`src/rtl/mem_arbiter.sv`:
```
`default_nettype none
// ============================================================================
// Module   : mem_arbiter
// Purpose  : Shares one single-port, variable-latency memory between the
//            instruction-fetch port (IF) and the load/store port (DM).
//            Accesses are serialised. Each requester gets registered read
//            data and a one-cycle ready pulse. A combinational stall freezes
//            the pipeline while a request is outstanding. A sticky error flag
//            records memory responses that never arrived.
// Revision : 1.0 - initial release
// ----------------------------------------------------------------------------
// Ports
//   clk_i         clock, rising edge
//   rst_i         asynchronous reset, active low
//   if_req_i      fetch request (level, held until if_ready_o)
//   if_addr_i     fetch address
//   if_data_o     fetched instruction (registered)
//   if_ready_o    one-cycle fetch completion pulse
//   dm_read_i     load request
//   dm_write_i    store request (wins when dm_read_i is also high)
//   dm_addr_i     data address
//   dm_wdata_i    store data
//   dm_rdata_o    load data (registered, updated by loads only)
//   dm_ready_o    one-cycle data-port completion pulse
//   mem_enable_o  one-cycle command strobe to memory
//   mem_write_o   command is a write
//   mem_addr_o    latched command address
//   mem_data_o    latched write data
//   mem_data_i    memory read data, valid with mem_ack_i
//   mem_ack_i     memory completion
//   stall_o       pipeline freeze
//   err_o         sticky memory-timeout flag
// ============================================================================
module mem_arbiter #(
    parameter int ADDR_W     = 32,
    parameter int DATA_W     = 32,
    parameter int STARVE_LIM = 3,
    parameter int TIMEOUT    = 64
) (
    input  logic              clk_i,
    input  logic              rst_i,
    input  logic              if_req_i,
    input  logic [ADDR_W-1:0] if_addr_i,
    output logic [DATA_W-1:0] if_data_o,
    output logic              if_ready_o,
    input  logic              dm_read_i,
    input  logic              dm_write_i,
    input  logic [ADDR_W-1:0] dm_addr_i,
    input  logic [DATA_W-1:0] dm_wdata_i,
    output logic [DATA_W-1:0] dm_rdata_o,
    output logic              dm_ready_o,
    output logic              mem_enable_o,
    output logic              mem_write_o,
    output logic [ADDR_W-1:0] mem_addr_o,
    output logic [DATA_W-1:0] mem_data_o,
    input  logic [DATA_W-1:0] mem_data_i,
    input  logic              mem_ack_i,
    output logic              stall_o,
    output logic              err_o
);

    localparam int c_STREAK_W = (STARVE_LIM < 1) ? 1 : $clog2(STARVE_LIM + 1);
    localparam int c_TCNT_W   = (TIMEOUT < 2) ? 1 : $clog2(TIMEOUT);

    localparam logic [c_STREAK_W-1:0] c_STREAK_MAX = c_STREAK_W'(STARVE_LIM);
    localparam logic [c_STREAK_W-1:0] c_STREAK_ONE = c_STREAK_W'(1);
    localparam logic [c_TCNT_W-1:0]   c_TCNT_LAST  = c_TCNT_W'(TIMEOUT - 1);
    localparam logic [c_TCNT_W-1:0]   c_TCNT_ONE   = c_TCNT_W'(1);

    localparam logic [2:0] c_IDLE    = 3'd0;
    localparam logic [2:0] c_ACC_IF  = 3'd1;
    localparam logic [2:0] c_ACC_DM  = 3'd2;
    localparam logic [2:0] c_RESP_IF = 3'd3;
    localparam logic [2:0] c_RESP_DM = 3'd4;

    logic [2:0]            r_state;
    logic [2:0]            w_state_nxt;
    logic [c_STREAK_W-1:0] r_streak;
    logic [c_TCNT_W-1:0]   r_tcnt;
    logic                  r_mem_enable;
    logic                  r_mem_write;
    logic [ADDR_W-1:0]     r_mem_addr;
    logic [DATA_W-1:0]     r_mem_data;
    logic [DATA_W-1:0]     r_if_data;
    logic [DATA_W-1:0]     r_dm_rdata;
    logic                  r_err;

    logic w_dm_req;
    logic w_streak_full;
    logic w_in_acc;
    logic w_grant_if;
    logic w_grant_dm;
    logic w_capture;
    logic w_timeout;

    assign w_dm_req      = dm_read_i | dm_write_i;
    assign w_streak_full = (r_streak == c_STREAK_MAX);
    assign w_in_acc      = (r_state == c_ACC_IF) || (r_state == c_ACC_DM);

    // ------------------------------------------------------------------
    // FSM state register
    // ------------------------------------------------------------------
    always_ff @(posedge clk_i or negedge rst_i) begin
        if (!rst_i) begin
            r_state <= c_IDLE;
        end else begin
            r_state <= w_state_nxt;
        end
    end

    // ------------------------------------------------------------------
    // FSM next state and per-cycle control strobes
    // ------------------------------------------------------------------
    always_comb begin
        w_state_nxt = r_state;
        w_grant_if  = 1'b0;
        w_grant_dm  = 1'b0;
        w_capture   = 1'b0;
        w_timeout   = 1'b0;
        case (r_state)
            c_IDLE: begin
                // The data port wins unless IF has already been passed over
                // STARVE_LIM times in a row.
                if (w_dm_req && !(if_req_i && w_streak_full)) begin
                    w_state_nxt = c_ACC_DM;
                    w_grant_dm  = 1'b1;
                end else if (if_req_i) begin
                    w_state_nxt = c_ACC_IF;
                    w_grant_if  = 1'b1;
                end
            end
            c_ACC_IF, c_ACC_DM: begin
                // A real ack on the final allowed cycle still counts as
                // a successful completion.
                if (mem_ack_i) begin
                    w_capture   = 1'b1;
                    w_state_nxt = (r_state == c_ACC_IF) ? c_RESP_IF : c_RESP_DM;
                end else if (r_tcnt == c_TCNT_LAST) begin
                    w_timeout   = 1'b1;
                    w_state_nxt = (r_state == c_ACC_IF) ? c_RESP_IF : c_RESP_DM;
                end
            end
            c_RESP_IF, c_RESP_DM: begin
                w_state_nxt = c_IDLE;
            end
            default: begin
                w_state_nxt = c_IDLE;
            end
        endcase
    end

    // ------------------------------------------------------------------
    // Command latches, counters and response data registers
    // ------------------------------------------------------------------
    always_ff @(posedge clk_i or negedge rst_i) begin
        if (!rst_i) begin
            r_streak     <= '0;
            r_tcnt       <= '0;
            r_mem_enable <= 1'b0;
            r_mem_write  <= 1'b0;
            r_mem_addr   <= '0;
            r_mem_data   <= '0;
            r_if_data    <= '0;
            r_dm_rdata   <= '0;
            r_err        <= 1'b0;
        end else begin
            // Strobe is high exactly in the first ACC cycle.
            r_mem_enable <= w_grant_if | w_grant_dm;

            if (w_grant_dm) begin
                r_mem_addr  <= dm_addr_i;
                r_mem_data  <= dm_wdata_i;
                r_mem_write <= dm_write_i;
                r_tcnt      <= '0;
                if (!if_req_i) begin
                    r_streak <= '0;
                end else if (!w_streak_full) begin
                    r_streak <= r_streak + c_STREAK_ONE;
                end
            end else if (w_grant_if) begin
                r_mem_addr  <= if_addr_i;
                r_mem_write <= 1'b0;
                r_tcnt      <= '0;
                r_streak    <= '0;
            end else if (w_in_acc && (r_tcnt != c_TCNT_LAST)) begin
                r_tcnt <= r_tcnt + c_TCNT_ONE;
            end

            if (w_capture) begin
                if (r_state == c_ACC_IF) begin
                    r_if_data <= mem_data_i;
                end else if (!r_mem_write) begin
                    r_dm_rdata <= mem_data_i;
                end
            end

            if (w_timeout) begin
                r_err <= 1'b1;
            end
        end
    end

    // ------------------------------------------------------------------
    // Outputs
    // ------------------------------------------------------------------
    assign if_ready_o   = (r_state == c_RESP_IF);
    assign dm_ready_o   = (r_state == c_RESP_DM);
    assign if_data_o    = r_if_data;
    assign dm_rdata_o   = r_dm_rdata;
    assign mem_enable_o = r_mem_enable;
    assign mem_write_o  = r_mem_write;
    assign mem_addr_o   = r_mem_addr;
    assign mem_data_o   = r_mem_data;
    assign err_o        = r_err;
    assign stall_o      = (if_req_i & ~if_ready_o) | (w_dm_req & ~dm_ready_o);

endmodule
`default_nettype wire

```
`config.mk`:
```
export PLATFORM = sky130hd
export DESIGN_NAME = mem_arbiter
export DESIGN_NICKNAME = d
export VERILOG_FILES = /design/src/rtl/mem_arbiter.sv
export SDC_FILE = /design/constraint.sdc
export NUM_CORES = 1
export LEC_CHECK = 0
export CORE_MARGIN = 2
export CORE_UTILIZATION = 45
export CTS_BUF_LIST = sky130_fd_sc_hd__clkbuf_8 sky130_fd_sc_hd__clkbuf_16
export CTS_CLUSTER_DIAMETER = 30
export CTS_CLUSTER_SIZE = 14
export DETAILED_ROUTE_END_ITERATION = 8
export PLACE_DENSITY = 0.86
export SETUP_SLACK_MARGIN = 0.4
export SLEW_MARGIN = 30
export SYNTH_ARGS = -nofsm -noshare
export SYNTH_HDL_FRONTEND = slang
export SYNTH_SLANG_ARGS = --single-unit
```
`constraint.sdc`:
```
create_clock -name clk_i -period 4.6 [get_ports clk_i]
set_input_delay 0.92 -clock clk_i [delete_from_list [all_inputs] [get_ports clk_i]]
set_output_delay 0.92 -clock clk_i [all_outputs]
set_load 0.02 [all_outputs]
```
Word level (Yosys, flattened, before mapping)
Cells that the tools add are included.
{"block": "op_classes", "n_addsub": 2, "eq_ne": 10, "n_mux": 27, "bitwise": 9, "n_reduce_logical": 13}
{"operator": "32-bit 2-to-1 mux", "n": 2}
{"operator": "6-bit 2-to-1 mux", "n": 3}
{"operator": "3-bit 2-to-1 mux", "n": 5}
{"operator": "1-bit 2-to-1 mux", "n": 12}
{"operator": "3-bit inequality test (second input constant)", "n": 3}
{"operator": "2-bit 2-to-1 mux", "n": 4}
{"operator": "6-bit by 1-bit adder with 6-bit output (second input constant)", "n": 1}
{"operator": "3-bit by 2-bit == test with 1-bit output (second input constant)", "n": 2}
{"operator": "6-bit == test (second input constant)", "n": 1}
{"operator": "6-bit inequality test (second input constant)", "n": 1}
{"operator": "3-bit case mux with 2 select lines", "n": 1}
{"operator": "2-bit AND reduction", "n": 3}
{"operator": "1-bit inverter", "n": 4}
{"operator": "3-bit by 1-bit == test with 1-bit output (second input constant)", "n": 1}
{"operator": "3-bit == test (second input constant)", "n": 1}
{"operator": "1-bit logical AND", "n": 3}
{"operator": "3-bit logical NOT", "n": 1}
{"operator": "1-bit bitwise OR", "n": 3}
{"operator": "3-bit AND reduction", "n": 1}
{"operator": "3-bit nonzero test", "n": 1}
{"operator": "2-bit by 1-bit adder with 2-bit output (second input constant)", "n": 1}
{"operator": "1-bit bitwise AND", "n": 2}
{"operator": "2-bit == test (second input constant)", "n": 1}
{"operator": "2-bit nonzero test", "n": 1}
{"operator": "3 further kinds", "n": 3}
{"block": "word_totals", "register_bits": 142, "inputBits": 134, "output_inout_bits": 134, "word_cells": 71}

Logic depth before layout (Yosys ltp)
Gate-level depths: netlist of run 1.
{"block": "logic_depth", "depth_word": 8, "mapped_depth": 7, "ltp_nobuf": 5}

Worst setup path before layout of run 1
Ideal clock, no wire load.
{"block": "synth_timing", "path_kind": "flip-flop to output port", "start": "reg r_state[2]", "end": "out stall_o", "t_arrival_ps": 1500, "required_time_ps": 3680, "slack_ps": 2180, "path_stages_with_launch": 4, "path_buffers": 1, "path_cell_list": "dfrtp_1 > buf_4 > nor3b_1 > o22ai_1"}
{"block": "synth_between", "elab_chain_len": 4, "word_cells_on_any_way": 7, "classes_between": "eq/ne: 2; bitwise: 5"}
{"element": "start: declaration", "line": "76", "text": "logic [2:0] r_state;"}
{"element": "start signal: assignment", "line": "105", "text": "r_state <= c_IDLE;"}
{"element": "start signal: assignment", "line": "107", "text": "r_state <= w_state_nxt;"}
{"element": "3-bit by 2-bit == test with 1-bit output", "line": "206", "text": "assign if_ready_o = (r_state == c_RESP_IF);"}
{"element": "via if_ready_o", "line": "45", "text": "output logic if_ready_o,"}
{"element": "1-bit inverter", "line": "215", "text": "assign stall_o = (if_req_i & ~if_ready_o) | (w_dm_req & ~dm_ready_o);"}
{"element": "1-bit bitwise AND", "line": "215"}
{"element": "1-bit bitwise OR", "line": "215"}
{"element": "end: declaration", "line": "58", "text": "output logic stall_o,"}
The timed path passes the listed nets, and every way through them passes these cells.

Worst setup path after layout of run 1
{"block": "layout_timing", "start": "in if_req_i", "end": "out stall_o"}
{"block": "layout_between", "elab_chain_len": 2}
{"element": "start: declaration", "line": "42", "text": "input logic if_req_i,"}
{"element": "1-bit bitwise AND", "line": "215"}
{"element": "1-bit bitwise OR", "line": "215"}
Every way passes these cells.

==> flow_summary.rst, run 1 <==
.. list-table::
   :header-rows: 1

   * - Metric
     - Value
   * - Required @ worst endpoint
     - 3.68 ns
   * - Worst relative slew slack
     - 0.5122
   * - Worst hold endpoint
     - err_o
   * - Largest voltage drop on the vdd net
     - 0.3812 mV
   * - Max-cap violations
     - 0
   * - Top library cells by usage in the layout, fill and taps aside
     - sky130_fd_sc_hd__clkdlybuf4s50_1, sky130_fd_sc_hd__dfrtp_1, sky130_fd_sc_hd__nand2_1, sky130_fd_sc_hd__a21oi_1, sky130_fd_sc_hd__mux2_2
   * - Worst min-delay path category
     - flop to flop
   * - Compound-Gate Fraction of Synth Area
     - 0.07827
   * - Via count
     - 4983
   * - Post-synth net total
     - 654
   * - Via count of the first global-routing pass
     - 5303
   * - Critical path endpoint category
     - output pin
   * - Total die area
     - 0.01382 sq mm
   * - Largest net degree at the start of global routing
     - 71
   * - All-Layer GR Usage
     - 0.2587
   * - Number of detailed-routing iterations run before antenna repair
     - 5
   * - Cells on Worst Hold Path
     - 1
   * - First-pass GRT wire length
     - 27900 microns
   * - Antenna violations before repair
     - 0
   * - Number of instances in the synthesized netlist
     - 518
   * - Worst-path maximum fanout
     - 5
   * - Setup WS post-layout
     - 1.237 ns
   * - Detailed Route WL
     - 17600 microns
   * - Die Height
     - 117.6 microns
   * - Cell leakage power
     - 0.004031 uW
   * - CTS Root Buffer Type
     - sky130_fd_sc_hd__clkbuf_16
   * - Min Clock Period, post-route
     - 3.363 ns
   * - Post-synthesis share of cell area spent on and, or, nand and nor gates
     - 0.1341
   * - Number of library cell types mapped by synthesis
     - 40
   * - Number of warnings reported in the yosys synthesis log
     - 0
   * - Result of the run
     - finished clean
   * - Clock tree from TritonCTS
     - yes
   * - Starting Density
     - 0.4598
   * - Post-CTS clock slew at the launch and capture registers of the worst setup and hold paths
     - 0.06 ns
   * - Startpoint class of the critical path
     - input port
   * - Worst slew pin tran
     - 0.7317 ns
   * - Number of nets in the final layout
     - 916
   * - Accumulated negative setup slack
     - 0 ns
   * - Hold path startpoint
     - err_o
   * - Area Overhead vs Synth
     - 58.37%
   * - Share of layout cells above drive strength 1
     - 0.1375
   * - Count of unresolved DRC violations after routing
     - 0
   * - Category of the critical setup timing path
     - input port to output pin
   * - Number of violations reported at the end of detailed-routing iteration 0
     - 356
   * - Xor and xnor area share after synthesis
     - 0.004312
   * - Most common cell after layout, fill and taps aside
     - sky130_fd_sc_hd__clkdlybuf4s50_1
   * - Launching instance or port of the critical path
     - if_req_i
   * - Number of nets with antenna violations after detailed routing
     - 0
   * - Clock tree buffer depth
     - 2
   * - PostCTS Resize Cnt
     - 0
   * - Sequential fraction of the synthesis area
     - 0.6123
   * - Post-Synthesis Cell Area
     - 0.005803 sq mm
   * - Aggregate global routing overflow
     - 0
   * - Count of clock tree sinks
     - 142
   * - DP Worst Slack
     - 1.262 ns
   * - Average cell area after synthesis
     - 11.20 sq um
   * - Post-synthesis sequential element count
     - 142
   * - Largest family of logic cells by synthesized area
     - simple AND/OR/NAND/NOR gates
   * - Clock insertion delay at the later pin of the skew report
     - 0.41 ns
   * - Number of buffers inserted for hold repair after clock tree synthesis
     - 0
   * - Setup repair after global routing missed its margin
     - false
   * - Weighted congestion at the end of routability-driven global placement
     - 0.7857
   * - Max-slew violations
     - 0
   * - Total power per unit cell area
     - 777.1 mW/mm^2
   * - Number of diodes
     - 0
   * - Setup-failing EPs final
     - 0
   * - Adder-cell share of the synthesized area
     - 0.004312
   * - Final-report hold violation count
     - 0
   * - Final period utilization
     - 0.7310
   * - Hpwl dp
     - 12210 microns
   * - Num CTS Buffers
     - 17
   * - Die Span X
     - 117.6 microns
   * - Final routed wire length divided by cell count
     - 18.24 microns
   * - Worst reg-to-reg setup slack
     - 2.56 ns
   * - Endpoint arrival time on the critical path
     - 2.44 ns
   * - Launch instance of the worst register-to-register path
     - r_streak[0]
   * - R2R depth
     - 6
   * - Portion of netlist area occupied by mux cells
     - 0.1276
   * - Fmax
     - 297.4 MHz
   * - Reg-to-reg critical path endpoint
     - mem_addr_o[15]
   * - Avg Vias per Cell
     - 5.164
   * - Skew final
     - 0.005144 ns
   * - Total setup buffers inserted after CTS
     - 0
   * - Count of input and output buffers
     - 267
   * - Placement Rows
     - 41
   * - Core area
     - 0.01262 sq mm
   * - IO Count
     - 268
   * - # H-tree levels
     - 4
[per-stage QoR]
step / hold WS (ns) / instances / total power, uW / util / area [sq um]
6_report: 0.4562 / 965 / 7142 / 0.7282 / 9190
5_1_grt: 0.4921 / 965 / 7504 / 0.7282 / 9190
4_1_cts: 0.4661 / 965 / 7194 / 0.7282 / 9190
3_5_place_dp: 0.4529 / 933 / 5666 / 0.6776 / 8551
3_3_place_gp: 0.4441 / 933 / 5530 / 0.6776 / 8551
2_1_floorplan: 0.4610 / 518 / 4088 / - / 5803
[power by group]
part	switching (uW)	total (uW)	internal, uW
Combinational	1820	3440	1620
Sequential	376	2230	1860
Clock	533	1470	938
[cells by family after synthesis]
family / after synthesis
XOR/XNOR: 2
AND/OR/NAND/NOR: 191
AO/OA/AOI/OAI: 82
buffers and inverters: 33
adder cells (fa/ha/maj): 2
multiplexers: 66
flip-flops: 142
[per-layer routing]
layer | track usage | routed length, microns | vias up
met5 | 0 | 0 | -
met2 | 0.4635 | 9154 | 228
li1 | - | - | 2265
met3 | 0.07510 | 1163 | 48
met1 | 0.2847 | 6703 | 2442
met4 | 0.1145 | 578 | 0
[synthesized netlist by cell type (all sizes together)]
cell     count  area share
o22ai        1      0.0011
a32o         1      0.0017
a21o         1      0.0013
and3         2      0.0022
and2         1      0.0011
o31ai        2      0.0026
o311a        1      0.0017
mux2i        2      0.0034
o21a         1      0.0013
xnor2        2      0.0043
a211oi       2      0.0026
or4          1      0.0019
mux2        64        0.12
o2bb2ai      1      0.0015
nand4b       1      0.0015
o21ai        4      0.0034
nand3        1     0.00086
nor2        38       0.025
dfrtp      142        0.61
clkbuf       3      0.0019
nor4         2      0.0032
nand3b       1      0.0013
nor3         6      0.0060
nand2      136       0.088
a311oi       1      0.0026
nor3b        2      0.0034
inv          3      0.0019
buf         27       0.035
a22o         1      0.0015
a21oi       66       0.057
ha           2      0.0043
[layout make-up]
type                    instances  area, sq um
flip-flops and latches        142         3553
well taps                     172        215.2
inverters                       3        11.26
clock inverters                13        186.4
multi-input cells             343         2052
fillers                       911         3430
clock buffers                  19        452.9
repair buffers                273         2719
[worst max-delay path by stage]
stage	cells after the start	to	slack (ns)
finish	4	stall_o	1.24
global route	4	stall_o	1.15
CTS	4	stall_o	1.25
detailed placement	4	stall_o	1.26
global placement	4	stall_o	1.30
floorplan	3	stall_o	2.18
[worst max-delay path, stage by stage]
cell,delay (ns)
sky130_fd_sc_hd__clkdlybuf4s50_1,0.62
sky130_fd_sc_hd__inv_1,0.09
sky130_fd_sc_hd__o22ai_1,0.18
sky130_fd_sc_hd__clkdlybuf4s50_1,0.63
[flip-flops by register name, indices dropped and copies added (netlist names)]
signal and cells:
dm_rdata_o 32, if_data_o 32, mem_addr_o 32, mem_data_o 32, r_tcnt 6, r_state 3, r_streak 2, err_o 1
mem_enable_o 1, mem_write_o 1
Power figures use the tool's default switching activity.
==> run 2: changes to the inputs <==
CORE_UTILIZATION = 41   (was 45)
PLACE_DENSITY = 0.8   (was 0.86)
clock period = 3.1 ns   (was 4.6 ns; I/O delays follow)
==> run 2 against run 1 <==
Routed wire length shrank 9.8%. Largest cell class unchanged. First-iteration DRC count shrank 24%. Utilization decreased by 6.2 points.
==> flow_summary.rst, run 2 (synthesis results as in run 1) <==
.. list-table::
   :header-rows: 1

   * - Metric
     - Value
   * - Highest signal layer in the routed design
     - met4
   * - Top library cells by usage in the layout, fill and taps aside
     - sky130_fd_sc_hd__clkdlybuf4s50_1, sky130_fd_sc_hd__dfrtp_1, sky130_fd_sc_hd__nand2_1, sky130_fd_sc_hd__a21oi_1, sky130_fd_sc_hd__mux2_2
   * - Max-cap violations
     - 0 (unchanged)
   * - Fmax
     - 400.2 MHz
   * - Clock tree from TritonCTS
     - yes
   * - Count of clock tree sinks
     - 142 (unchanged)
   * - Final routed wire length divided by cell count
     - 16.30 microns (-11%)
   * - Total power per unit cell area
     - 1128 mW/mm^2 (+45%)
   * - Largest voltage drop on the vdd net
     - 0.6718 mV (+76%)
   * - Antenna violations before repair
     - 0 (unchanged)
   * - # placed instances
     - 942 (+0.96%)
   * - Number of violations reported at the end of detailed-routing iteration 0
     - 272 (-24%)
   * - Final-report hold violation count
     - 0 (unchanged)
   * - Required @ worst endpoint
     - 2.48 ns (-1.20 ns)
   * - IO Count
     - 268 (unchanged)
   * - Detailed Route WL
     - 15880 microns (-9.8%)
   * - Num CTS Buffers
     - 17 (unchanged)
   * - Setup WS post-layout
     - 0.6011 ns (-0.6364 ns)
   * - Hpwl dp
     - 11560 microns (-5.3%)
   * - Worst min-delay path category
     - input port to asynchronous set/reset pin
   * - Weighted congestion at the end of routability-driven global placement
     - 0.7594 (-3.3%)
   * - Startpoint class of the critical path
     - flop
   * - Setup-failing EPs final
     - 0 (unchanged)
   * - Total die area
     - 0.01512 sq mm (+9.4%)
   * - Worst relative slew slack
     - 0.5262 (+0.01398)
   * - Result of the run
     - finished clean
   * - Via count
     - 4835 (-3.0%)
   * - Flop pwr share
     - 0.316 (+0.003)
   * - Largest net degree at the start of global routing
     - 77 (+8.5%)
   * - Avg Vias per Cell
     - 4.964 (-3.9%)
   * - Util after Layout
     - 0.6663 (-0.06196)
   * - Worst slew pin tran
     - 0.7107 ns (-0.02097 ns)
   * - Area Overhead vs Synth
     - 58.75%
   * - Die Span X
     - 123.0 microns (+4.6%)
   * - Accumulated negative setup slack
     - 0 ns (unchanged)
   * - Wire length on met3
     - 1153 microns (-0.86%)
   * - First-pass GRT wire length
     - 24560 microns (-12%)
   * - CTS Root Buffer Type
     - sky130_fd_sc_hd__clkbuf_16
   * - Switching share of power
     - 0.3761 (-0.006481)
   * - Via count of the first global-routing pass
     - 4878 (-8.0%)
   * - Post-CTS clock slew at the launch and capture registers of the worst setup and hold paths
     - 0.06 ns (about the same)
   * - Power share of the clock group
     - 0.197 (-0.009)
   * - Hold slack final
     - 0.2320 ns (-0.2242 ns)
   * - Worst-path maximum fanout
     - 10 (+5)
   * - Share of layout cells above drive strength 1
     - 0.1411 (+0.003605)
   * - Placement Rows
     - 43 (+4.9%)
   * - DP Worst Slack
     - 0.4083 ns (-0.8540 ns)
   * - Number of nets in the final layout
     - 917 (+0.11%)
   * - # H-tree levels
     - 4 (unchanged)
   * - Number of diodes
     - 0 (unchanged)
   * - Min Clock Period, post-route
     - 2.499 ns
   * - Starting Density
     - 0.4197 (-0.04015)
   * - Clock insertion delay at the later pin of the skew report
     - 0.40 ns (about the same)
   * - Endpoint arrival time on the critical path
     - 1.88 ns (-0.56 ns)
   * - Core area
     - 0.01383 sq mm (+9.6%)
   * - WL met1
     - 5951 microns (-11%)
   * - Aggregate global routing overflow
     - 0 (unchanged)
   * - Skew final
     - 0.006537 ns (+0.001393 ns)
   * - Category of the critical setup timing path
     - flop to output pin
   * - Count of input and output buffers
     - 267 (unchanged)
   * - Max-slew violations
     - 0 (unchanged)
   * - Most common cell after layout, fill and taps aside
     - sky130_fd_sc_hd__clkdlybuf4s50_1
   * - Internal power consumption
     - 6483 uW (+47%)
   * - Final standard cell count with taps included and fillers excluded
     - 974 (+0.93%)
   * - Setup repair after global routing missed its margin
     - false
   * - All-Layer GR Usage
     - 0.2109 (-0.04774)
   * - Final period utilization
     - 0.8061
   * - Number of nets with antenna violations after detailed routing
     - 0 (unchanged)
   * - Critical path endpoint category
     - output pin
   * - Net switching power
     - 3908 uW (+43%)
   * - Clock tree buffer depth
     - 2 (unchanged)
   * - Count of unresolved DRC violations after routing
     - 0 (unchanged)
   * - Cell leakage power
     - 0.004058 uW (+0.67%)
   * - Portion of total power attributed to combinational logic
     - 0.486 (+0.004)
   * - Number of detailed-routing iterations run before antenna repair
     - 4 (-1)
   * - Met2 wirelength from detailed routing
     - 8098 microns (-12%)
   * - Die Height
     - 123.0 microns (+4.6%)
-- run 2: routing by layer --
metal,up-vias,GRT usage
li1,2266,-
met1,2321,0.2395
met2,198,0.3636
met3,50,0.05904
met4,0,0.1072
met5,-,0
-- run 2: worst paths after layout --
kind	from	endpoint	slack, ns	cells after the start
setup / recovery	r_state[1]	dm_ready_o	0.60	3
hold / removal	rst_i	mem_data_o[11]	0.23	1
setup reg to reg	r_streak[0]	r_streak[0]	1.07	4
hold reg to reg	err_o	err_o	0.46	1
max in group asynchronous	rst_i	dm_rdata_o[19]	2.15	2
min in group clk_i	err_o	err_o	0.46	1
-- run 2: metrics by stage --
stage	total power, uW	area, sq um
after CTS	10500	9210
after detailed placement	8406	8593
after global routing	11010	9213
final	10390	9213
after floorplan	6066	5803
after global placement	8210	8593
-- run 2: timing repair --
item,4_1_cts,5_1_grt
pin swaps,0,0
setup buffers,0,0
endpoints found under the setup margin,2,1
gates resized for setup,4,1
hold buffers,0,0
-- run 2: layout make-up --
class | instances | area (sq um)
fillers | 1020 | 4614
flip-flops and latches | 142 | 3557
repair buffers | 274 | 2753
multi-input cells | 343 | 2052
clock buffers | 23 | 508.0
well taps | 180 | 225.2
clock inverters | 9 | 106.4
inverters | 3 | 11.26
-- run 2: critical path, cell delays in order, from the launching register on --
cell,delay (ns)
sky130_fd_sc_hd__dfrtp_2,0.49
sky130_fd_sc_hd__nor2_1,0.18
sky130_fd_sc_hd__and2_1,0.18
sky130_fd_sc_hd__clkdlybuf4s50_1,0.62
-- run 2: power by group through the flow --
| stage | Sequential (uW) | Combinational (uW) | Clock (uW) |
|---|---|---|---|
| floorplan | 4250 | 1820 | 0 |
| global placement | 3250 | 4960 | 0 |
| detailed placement | 3310 | 5100 | 0 |
| CTS | 3290 | 5110 | 2100 |
| global route | 3390 | 5430 | 2190 |
| finish | 3290 | 5050 | 2050 |
